<file path="config.mk">
export PLATFORM = sky130hd
export DESIGN_NAME = exception_sequencer
export DESIGN_NICKNAME = d
export VERILOG_FILES = /design/src/rtl/coprocessor0_params.sv /design/src/rtl/exception_sequencer.sv
export SDC_FILE = /design/constraint.sdc
export NUM_CORES = 1
export LEC_CHECK = 0
export ABC_AREA = 1
export BUFFER_PORTS_ARGS = -buffer_cell sky130_fd_sc_hd__buf_4
export CAP_MARGIN = 20
export CORE_UTILIZATION = 40
export DETAILED_ROUTE_END_ITERATION = 10
export PLACE_DENSITY = 0.77
export SLEW_MARGIN = 20
export SYNTH_ARGS = -nofsm -noshare
export SYNTH_HDL_FRONTEND = slang
export SYNTH_SLANG_ARGS = --single-unit
</file>
<file path="constraint.sdc">
create_clock -name clock -period 1.75 [get_ports clock]
set_input_delay 0.35 -clock clock [delete_from_list [all_inputs] [get_ports clock]]
set_output_delay 0.35 -clock clock [all_outputs]
set_load 0.02 [all_outputs]
</file>
<file path="src/rtl/coprocessor0_params.sv">
// Shared CP0 definitions for the exception path.
//   exc_code_e    : architectural ExcCode values used by the sequencer
//   event_kind_e  : kind of CP0 update command (none / exception / ERET)
//   cp0_event_t   : latched event record driven onto the CP0 update command
//   has_bad_vaddr : true for address-error codes that carry a BadVAddr
package coprocessor0_params;

   typedef enum logic [4:0] {
      ExcInt  = 5'd0,
      ExcAdel = 5'd4,
      ExcAdes = 5'd5,
      ExcSys  = 5'd8,
      ExcBp   = 5'd9,
      ExcRi   = 5'd10,
      ExcOv   = 5'd12
   } exc_code_e;

   typedef enum logic [1:0] {
      EvNone = 2'd0,
      EvExc  = 2'd1,
      EvEret = 2'd2
   } event_kind_e;

   typedef struct packed {
      event_kind_e kind;
      logic [4:0]  exc_code;
      logic        bd;
      logic [31:0] epc;
      logic [31:0] bad_vaddr;
   } cp0_event_t;

   function automatic logic has_bad_vaddr(input logic [4:0] code);
      return (code == 5'(ExcAdel)) || (code == 5'(ExcAdes));
   endfunction

endpackage

</file>
<file path="src/rtl/exception_sequencer.sv">
// Exception / interrupt / ERET sequencer sitting behind the WB stage.
// On a committing instruction that raises an event it flushes the pipe in the
// same cycle, issues a one-cycle CP0 update command, then holds a fetch
// redirect until fetch accepts it.
// Ports:
//   clock, reset              : clock, synchronous active-high reset
//   wb_*                      : committing instruction and its exception info
//   cp0_status_*, cp0_cause_ip, cp0_epc : current CP0 state
//   cp0_event_*               : CP0 update command (valid for one cycle)
//   flush, wb_stall           : pipeline control
//   redirect_valid/pc/ready   : fetch-redirect handshake
module exception_sequencer
   import coprocessor0_params::*;
#(
   parameter logic [31:0] EXCEPTION_ENTRY = 32'hbfc00380
) (
   input  logic        clock,
   input  logic        reset,
   input  logic        wb_valid,
   input  logic [31:0] wb_pc,
   input  logic        wb_in_delay_slot,
   input  logic        wb_exception,
   input  logic [4:0]  wb_exc_code,
   input  logic [31:0] wb_bad_vaddr,
   input  logic        wb_eret,
   input  logic        cp0_status_ie,
   input  logic        cp0_status_exl,
   input  logic [7:0]  cp0_status_im,
   input  logic [7:0]  cp0_cause_ip,
   input  logic [31:0] cp0_epc,
   output logic        cp0_event_valid,
   output logic [1:0]  cp0_event_kind,
   output logic [4:0]  cp0_event_exc_code,
   output logic        cp0_event_bd,
   output logic [31:0] cp0_event_epc,
   output logic [31:0] cp0_event_bad_vaddr,
   output logic        flush,
   output logic        wb_stall,
   output logic        redirect_valid,
   output logic [31:0] redirect_pc,
   input  logic        redirect_ready
);

   localparam logic [1:0] StIdle     = 2'd0;
   localparam logic [1:0] StWriteCp0 = 2'd1;
   localparam logic [1:0] StRedirect = 2'd2;

   logic [1:0]  state_q, state_d;
   cp0_event_t  ev_q, ev_d;
   logic [31:0] target_q, target_d;
   // Blocks event take for one cycle after reset and after a completed redirect.
   logic        hold_off_q;

   logic        irq_pending;
   logic        take;
   logic [4:0]  exc_code;

   assign irq_pending = (|(cp0_cause_ip & cp0_status_im)) & cp0_status_ie & ~cp0_status_exl;
   assign take        = (state_q == StIdle) & ~hold_off_q & ~reset & wb_valid &
                        (irq_pending | wb_exception | wb_eret);
   assign exc_code    = irq_pending ? 5'(ExcInt) : wb_exc_code;

   always_comb begin
      state_d  = state_q;
      ev_d     = ev_q;
      target_d = target_q;
      case (state_q)
         StIdle: begin
            if (take) begin
               state_d = StWriteCp0;
               if (irq_pending || wb_exception) begin
                  ev_d.kind      = EvExc;
                  ev_d.exc_code  = exc_code;
                  ev_d.bd        = wb_in_delay_slot;
                  // Delay-slot faults restart at the branch.
                  ev_d.epc       = wb_in_delay_slot ? (wb_pc - 32'd4) : wb_pc;
                  ev_d.bad_vaddr = has_bad_vaddr(exc_code) ? wb_bad_vaddr : 32'd0;
                  target_d       = EXCEPTION_ENTRY;
               end else begin
                  ev_d.kind      = EvEret;
                  ev_d.exc_code  = 5'd0;
                  ev_d.bd        = 1'b0;
                  ev_d.epc       = 32'd0;
                  ev_d.bad_vaddr = 32'd0;
                  target_d       = cp0_epc;
               end
            end
         end
         StWriteCp0: state_d = StRedirect;
         StRedirect: if (redirect_ready) state_d = StIdle;
         default:    state_d = StIdle;
      endcase
   end

   always_ff @(posedge clock) begin
      if (reset) begin
         state_q    <= StIdle;
         ev_q       <= '0;
         target_q   <= 32'd0;
         hold_off_q <= 1'b1;
      end else begin
         state_q    <= state_d;
         ev_q       <= ev_d;
         target_q   <= target_d;
         hold_off_q <= (state_q == StRedirect) & redirect_ready;
      end
   end

   // Outputs are gated by reset so a mid-sequence reset silences them at once.
   always_comb begin
      flush           = take;
      wb_stall        = ~reset & (state_q != StIdle);
      cp0_event_valid = ~reset & (state_q == StWriteCp0);
      redirect_valid  = ~reset & (state_q == StRedirect);

      cp0_event_kind      = 2'd0;
      cp0_event_exc_code  = 5'd0;
      cp0_event_bd        = 1'b0;
      cp0_event_epc       = 32'd0;
      cp0_event_bad_vaddr = 32'd0;
      if (cp0_event_valid) begin
         cp0_event_kind      = ev_q.kind;
         cp0_event_exc_code  = ev_q.exc_code;
         cp0_event_bd        = ev_q.bd;
         cp0_event_epc       = ev_q.epc;
         cp0_event_bad_vaddr = ev_q.bad_vaddr;
      end
      redirect_pc = redirect_valid ? target_q : 32'd0;
   end

endmodule

</file>
---- Word-level counts from Yosys, hierarchy flattened ----
Cells that the tools add are included.
storage, ports and cells
  memories kept ........................... 0
  register bits ........................... 107
  bits in latches ......................... 0
  memory bits (read-only) ................. 0
  memory bits (writable) .................. 0
  logic and storage cells ................. 52
  bits of input ports ..................... 126
operators by class
  order comparisons ....................... 0
  multipliers ............................. 0
  reduce and logical (&&, ||, !) cells .... 7
  add/subtract/negate cells ............... 1
  div/mod/pow operators ................... 0
  shift-type cells ........................ 0
  equality and inequality tests ........... 6
  mux-type cells .......................... 14
  bitwise logic cells ..................... 16
operators with widths
  cell                   number
  $mux 32                6
  $mux 72                1
  $sub 32x3->32 const B  1
  $and 1x1->1            10
  $eq 5x3->1 const B     2
  $mux 5                 2
  $and 8x8->8            1
  $reduce_or 8->1        1
  $mux 2                 3
  $pmux 2 s3             1
  $ne 2x2->1 const B     2
  $reduce_and 2->1       2
  $not 1->1              3
  $eq 2x1->1 const B     1
  $eq 2x2->1 const B     1
  $logic_not 2->1        1
  $logic_or 1x1->1       2
  $or 1x1->1             2
  $reduce_bool 2->1      1
  $mux 1                 1

---- Longest topological paths before layout ----
  depth after elaboration ................. 9
  gate-level depth with buffers ........... 11
  depth with buffers taken out ............ 11

---- Worst setup path after synthesis ----
No wires, ideal clock.
  path kind ............................... register to output
  from .................................... register state_q[0]
  to ...................................... output cp0_event_bad_vaddr[0]
  arrival time ............................ 1691 ps
  required time ........................... 1400 ps
  cell stages (with the launch flop) ...... 6
  path slack .............................. -291 ps
  cells stage by stage .................... dfxtp_1 inv_1 nor3_1 inv_2 clkbuf_1 nor2_1
on the way
  cells in the longest elaborated chain, start to end .. 3
ends and longest elaborated chain
  what                    line                        source
  start, declared         exception_sequencer.sv:48   logic [1:0] state_q, state_d;
  start signal, assigned  exception_sequencer.sv:97   state_q <= StIdle;
  start signal, assigned  exception_sequencer.sv:102  state_q <= state_d;
  $eq 2x1->1              exception_sequencer.sv:113  cp0_event_valid = ~reset & (state_q == StWriteCp0);
  $and 1x1->1             exception_sequencer.sv:113
  net cp0_event_valid     exception_sequencer.sv:31   output logic cp0_event_valid,
  $mux 32                 exception_sequencer.sv:121  if (cp0_event_valid) begin
  end, declared           exception_sequencer.sv:36   output logic [31:0] cp0_event_bad_vaddr,
The timed path passes the listed nets, and every way through them passes these cells.

---- Worst setup path in the final report ----
  from .................................... register state_q[1]
  to ...................................... output cp0_event_kind[1]
on the way
  cells in the longest elaborated chain, start to end .. 3
ends and longest elaborated chain
  what           line                        source
  $eq 2x1->1     exception_sequencer.sv:113
  $and 1x1->1    exception_sequencer.sv:113
  $mux 2         exception_sequencer.sv:121
  end, declared  exception_sequencer.sv:32   output logic [1:0] cp0_event_kind,
No other way between the ends.

==> run summary <==
In this run the worst path has a maximum fanout of 28. The total instance count after detailed placement was 1296; the multi-input combinational cell area was 0.002922 mm2. The tools report the total number of vias as 6637.

For the number of inserted diodes, the log shows 0. The first detailed-routing pass ran for 5 iterations. STA classifies the critical path endpoint as a primary output.

The maximum operating frequency came out at 0.5171 GHz. At the pin with the least slew margin, the transition time is 0.6253 ns. The placed instances occupy a cell area of 0.007655 mm2. In the final routed layout, each cell accounts on average for 14.23 um. After filler insertion, the fill cell instance count of the layout stands at 1201. The number of maximum-capacitance violations was 0.

The clock sink total is 107. The run finished, with violations left. Entering global routing, the biggest net connects 58 pins. By area the synthesized netlist is led by sky130_fd_sc_hd__dfxtp_1 (38%), sky130_fd_sc_hd__nand2_1 (15%), sky130_fd_sc_hd__nor2_1 (11%). For the total global-route track usage, the log shows 0.2468. After legalization and detailed placement, the total HPWL measured 12640 um. The number of standard-cell rows in the floorplan is 42. The tools report the sequential fraction of the synthesis area as 0.3831. TritonCTS built the clock tree. For the initial antenna violation count, the log shows 0. Number of levels in the clock H-tree: 3.

Walking the worst path, the cells encountered are nor3_4, inv_4, clkbuf_16, nor2_1, buf_4. The run gives 6088 as the number of global-route vias before repair. In this run the remaining antenna-violating nets after routing total 0.

The cell with the biggest individual delay on the critical path is sky130_fd_sc_hd__dfxtp_4. The cell type with the highest aggregate area in the netlist was sky130_fd_sc_hd__dfxtp_1. STA puts the critical path data required time at 1.40 ns.

The final period utilization was 1.105; the post-layout utilization of the core was 0.6385. The worst path needs 1.934 ns of the cycle, external delays included. The number of nets produced by synthesis is 1029.

The final weighted congestion in routability-driven placement is 0.9496, and the wire length of the first global-routing pass is 28570 um. Synthesis handed over a netlist of 902 instances. The logs give 0.01345 mm2 for the core region area and 9 for the number of buffers inserted during clock tree synthesis. The tools report the starting DRC count in detailed routing as 447. Horizontal extent of the die: 120.2 um.

The type of the worst min-delay path was in2reg. Summed over all layers, the global routing overflow is 0. The tools report the post-synth design cell area as 0.005592 mm2.

Setup repair after global routing could not meet its margin everywhere. Across the VDD grid, the largest voltage drop is 408.3 uV. The relative max-transition margin came out at 0.5831. The startpoint type of the worst setup path was a flip-flop. The count of final max-slew check failures was 0; the delay contributed by the slowest stage of the critical path was 0.36 ns. Clock skew on the completed layout was measured at 0.006283 ns.

The logs give 27 for the unique cell type count in the Yosys netlist and 0.008589 mm2 for the design area. 234 I/O pins were placed. Yosys printed 0 warnings. The insertion delay of the later-clocked pin in the worst-skew pair was 0.35 ns; the effective utilization at floorplan was 0.4156.

After synthesis the netlist holds a flip-flop and latch count of 107. Dividing the synthesized area by the synthesized cell count gives 6.199 um2. The count of cells in the finished layout, fillers not included, comes to 1331.

For the number of hold violations in the final report, the log shows 0. Input and output buffers added on the ports amount to 233. The ratio of routed vias to standard cells came out at 4.986. The critical path arrival is 1.58 ns. The final worst-path setup slack was -0.1840 ns; the layout cell share with drive strength beyond 1 was 0.3229.

The die is 120.2 um tall. The final wirelength came out at 18940 um. DRC violations left: 0. The worst setup path is of the reg2out kind. After clock tree synthesis, the clock-pin slew on the worst setup and hold paths is 0.07 ns. The floorplan die area was 0.01446 mm2. The library cell used most frequently in the layout, excluding fill and tap cells, is sky130_fd_sc_hd__buf_4. Leaving out fill and tap cells, the most frequent cells in the layout are sky130_fd_sc_hd__buf_4 (235), sky130_fd_sc_hd__nand2_1 (223), sky130_fd_sc_hd__inv_1 (134). The area share of the largest cell type after synthesis came out at 0.3831.

From synthesis to final layout, the design area changed by 53.61%. The clock passes through at most 2 buffers. The number of hold buffers added after CTS was 0. The count of nets after finishing was 1277.

The analysis attributes to cell leakage a power of 3.441 nW. Summed over all failing endpoints, the final setup total negative slack is -12.15 ns. In the final layout, flip-flops and latches occupy 0.002150 mm2. For this design the ratio of total power to cell area is 609.8 mW/mm2.

Setup violations remaining at the end of the flow were counted as 131. The checks that failed: setup timing. The library cell used as clock root buffer is sky130_fd_sc_hd__clkbuf_16. Total power: 5.238 mW.
==> cell type report <==
type                    instances  share of cell area
clock buffers                  11             0.02942
clock inverters                 5            0.004953
inverters                     139             0.06103
multi-input cells             609              0.3401
flip-flops and latches        107              0.2503
well taps                     176             0.02564
repair buffers                284              0.2886
==> worst max-delay path: cells and delay by family (launching register included) <==
family	cells	cell delay [ns]
flops	1	0.36
buf+inv	3	0.48
simple gates	2	0.37
==> synthesized netlist by cell type <==
library cell	count
sky130_fd_sc_hd__nand2_1	224
sky130_fd_sc_hd__nor2_1	159
sky130_fd_sc_hd__inv_1	136
sky130_fd_sc_hd__dfxtp_1	107
sky130_fd_sc_hd__a21oi_1	105
sky130_fd_sc_hd__nand3_1	41
sky130_fd_sc_hd__nand4_1	30
sky130_fd_sc_hd__clkbuf_1	25
sky130_fd_sc_hd__nor3_1	14
sky130_fd_sc_hd__buf_2	11
sky130_fd_sc_hd__nor2_2	8
sky130_fd_sc_hd__o21ai_0	8
sky130_fd_sc_hd__buf_4	6
sky130_fd_sc_hd__buf_6	4
sky130_fd_sc_hd__o21bai_1	4
sky130_fd_sc_hd__inv_2	3
sky130_fd_sc_hd__nand3b_1	3
sky130_fd_sc_hd__xor2_1	3
sky130_fd_sc_hd__nor2_4	2
sky130_fd_sc_hd__or2_2	2
sky130_fd_sc_hd__and2_1	1
sky130_fd_sc_hd__buf_1	1
sky130_fd_sc_hd__ha_1	1
sky130_fd_sc_hd__nand2_2	1
sky130_fd_sc_hd__nand2_4	1
sky130_fd_sc_hd__nand4_2	1
sky130_fd_sc_hd__or3_1	1
==> final timing paths <==
check / startpoint / endpoint / slack [ns] / cells after the start
setup / recovery: state_q[1]$_SDFFE_PP0P_ / cp0_event_kind[1] / -0.18 / 5
hold / removal: redirect_ready / state_q[1]$_SDFFE_PP0P_ / 0.18 / 2
setup reg to reg: state_q[0]$_SDFFE_PP0P_ / ev_q[20]$_SDFFE_PP0P_ / -0.10 / 10
hold reg to reg: ev_q[38]$_SDFFE_PP0P_ / ev_q[38]$_SDFFE_PP0P_ / 0.46 / 2
==> through the flow <==
stage          setup WS [ns]  hold WS [ns]
2_1_floorplan       -0.04624        0.4390
3_3_place_gp         0.06805        0.4482
3_5_place_dp         0.03553        0.4527
4_1_cts              -0.1595        0.1776
5_1_grt              -0.2651        0.1973
6_report             -0.1840        0.1850
==> sequential cells by signal, summed over array words and instances (netlist names) <==
signal      flops
ev_q           72
target_q       32
state_q         2
hold_off_q      1
==> power by group <==
part           internal [mW]  switching, mW
logic                  0.342          0.375
clock network           1.06          0.953
registers               2.49         0.0224
total                   3.89           1.35
==> cell families (layout without fill, tap and decap cells) <==
family | count (synthesis) | after routing | synth area share
compound gates | 117 | 117 | 0.1065
fa+ha+maj | 1 | 1 | 0.002237
flops | 107 | 107 | 0.3831
xor+xnor | 3 | 3 | 0.004700
simple gates | 488 | 488 | 0.3668
buf+inv | 186 | 439 | 0.1367
==> layer usage <==
| metal | wire [um] | GRT usage | vias up |
|---|---|---|---|
| met5 | 0 | 0 | - |
| met4 | 554 | 0.1080 | 0 |
| met3 | 1451 | 0.03679 | 40 |
| met2 | 9425 | 0.4231 | 293 |
| met1 | 7504 | 0.3060 | 3016 |
| li1 | - | - | 3288 |
==> timing repair <==
item                                    CTS  global route
gates resized for setup                  35            76
endpoints found under the setup margin   94           207
pin swaps                                 3             3
setup buffers                            10             3
gates cloned                              1             6
Note: power is estimated with default switching activity, not from simulation.
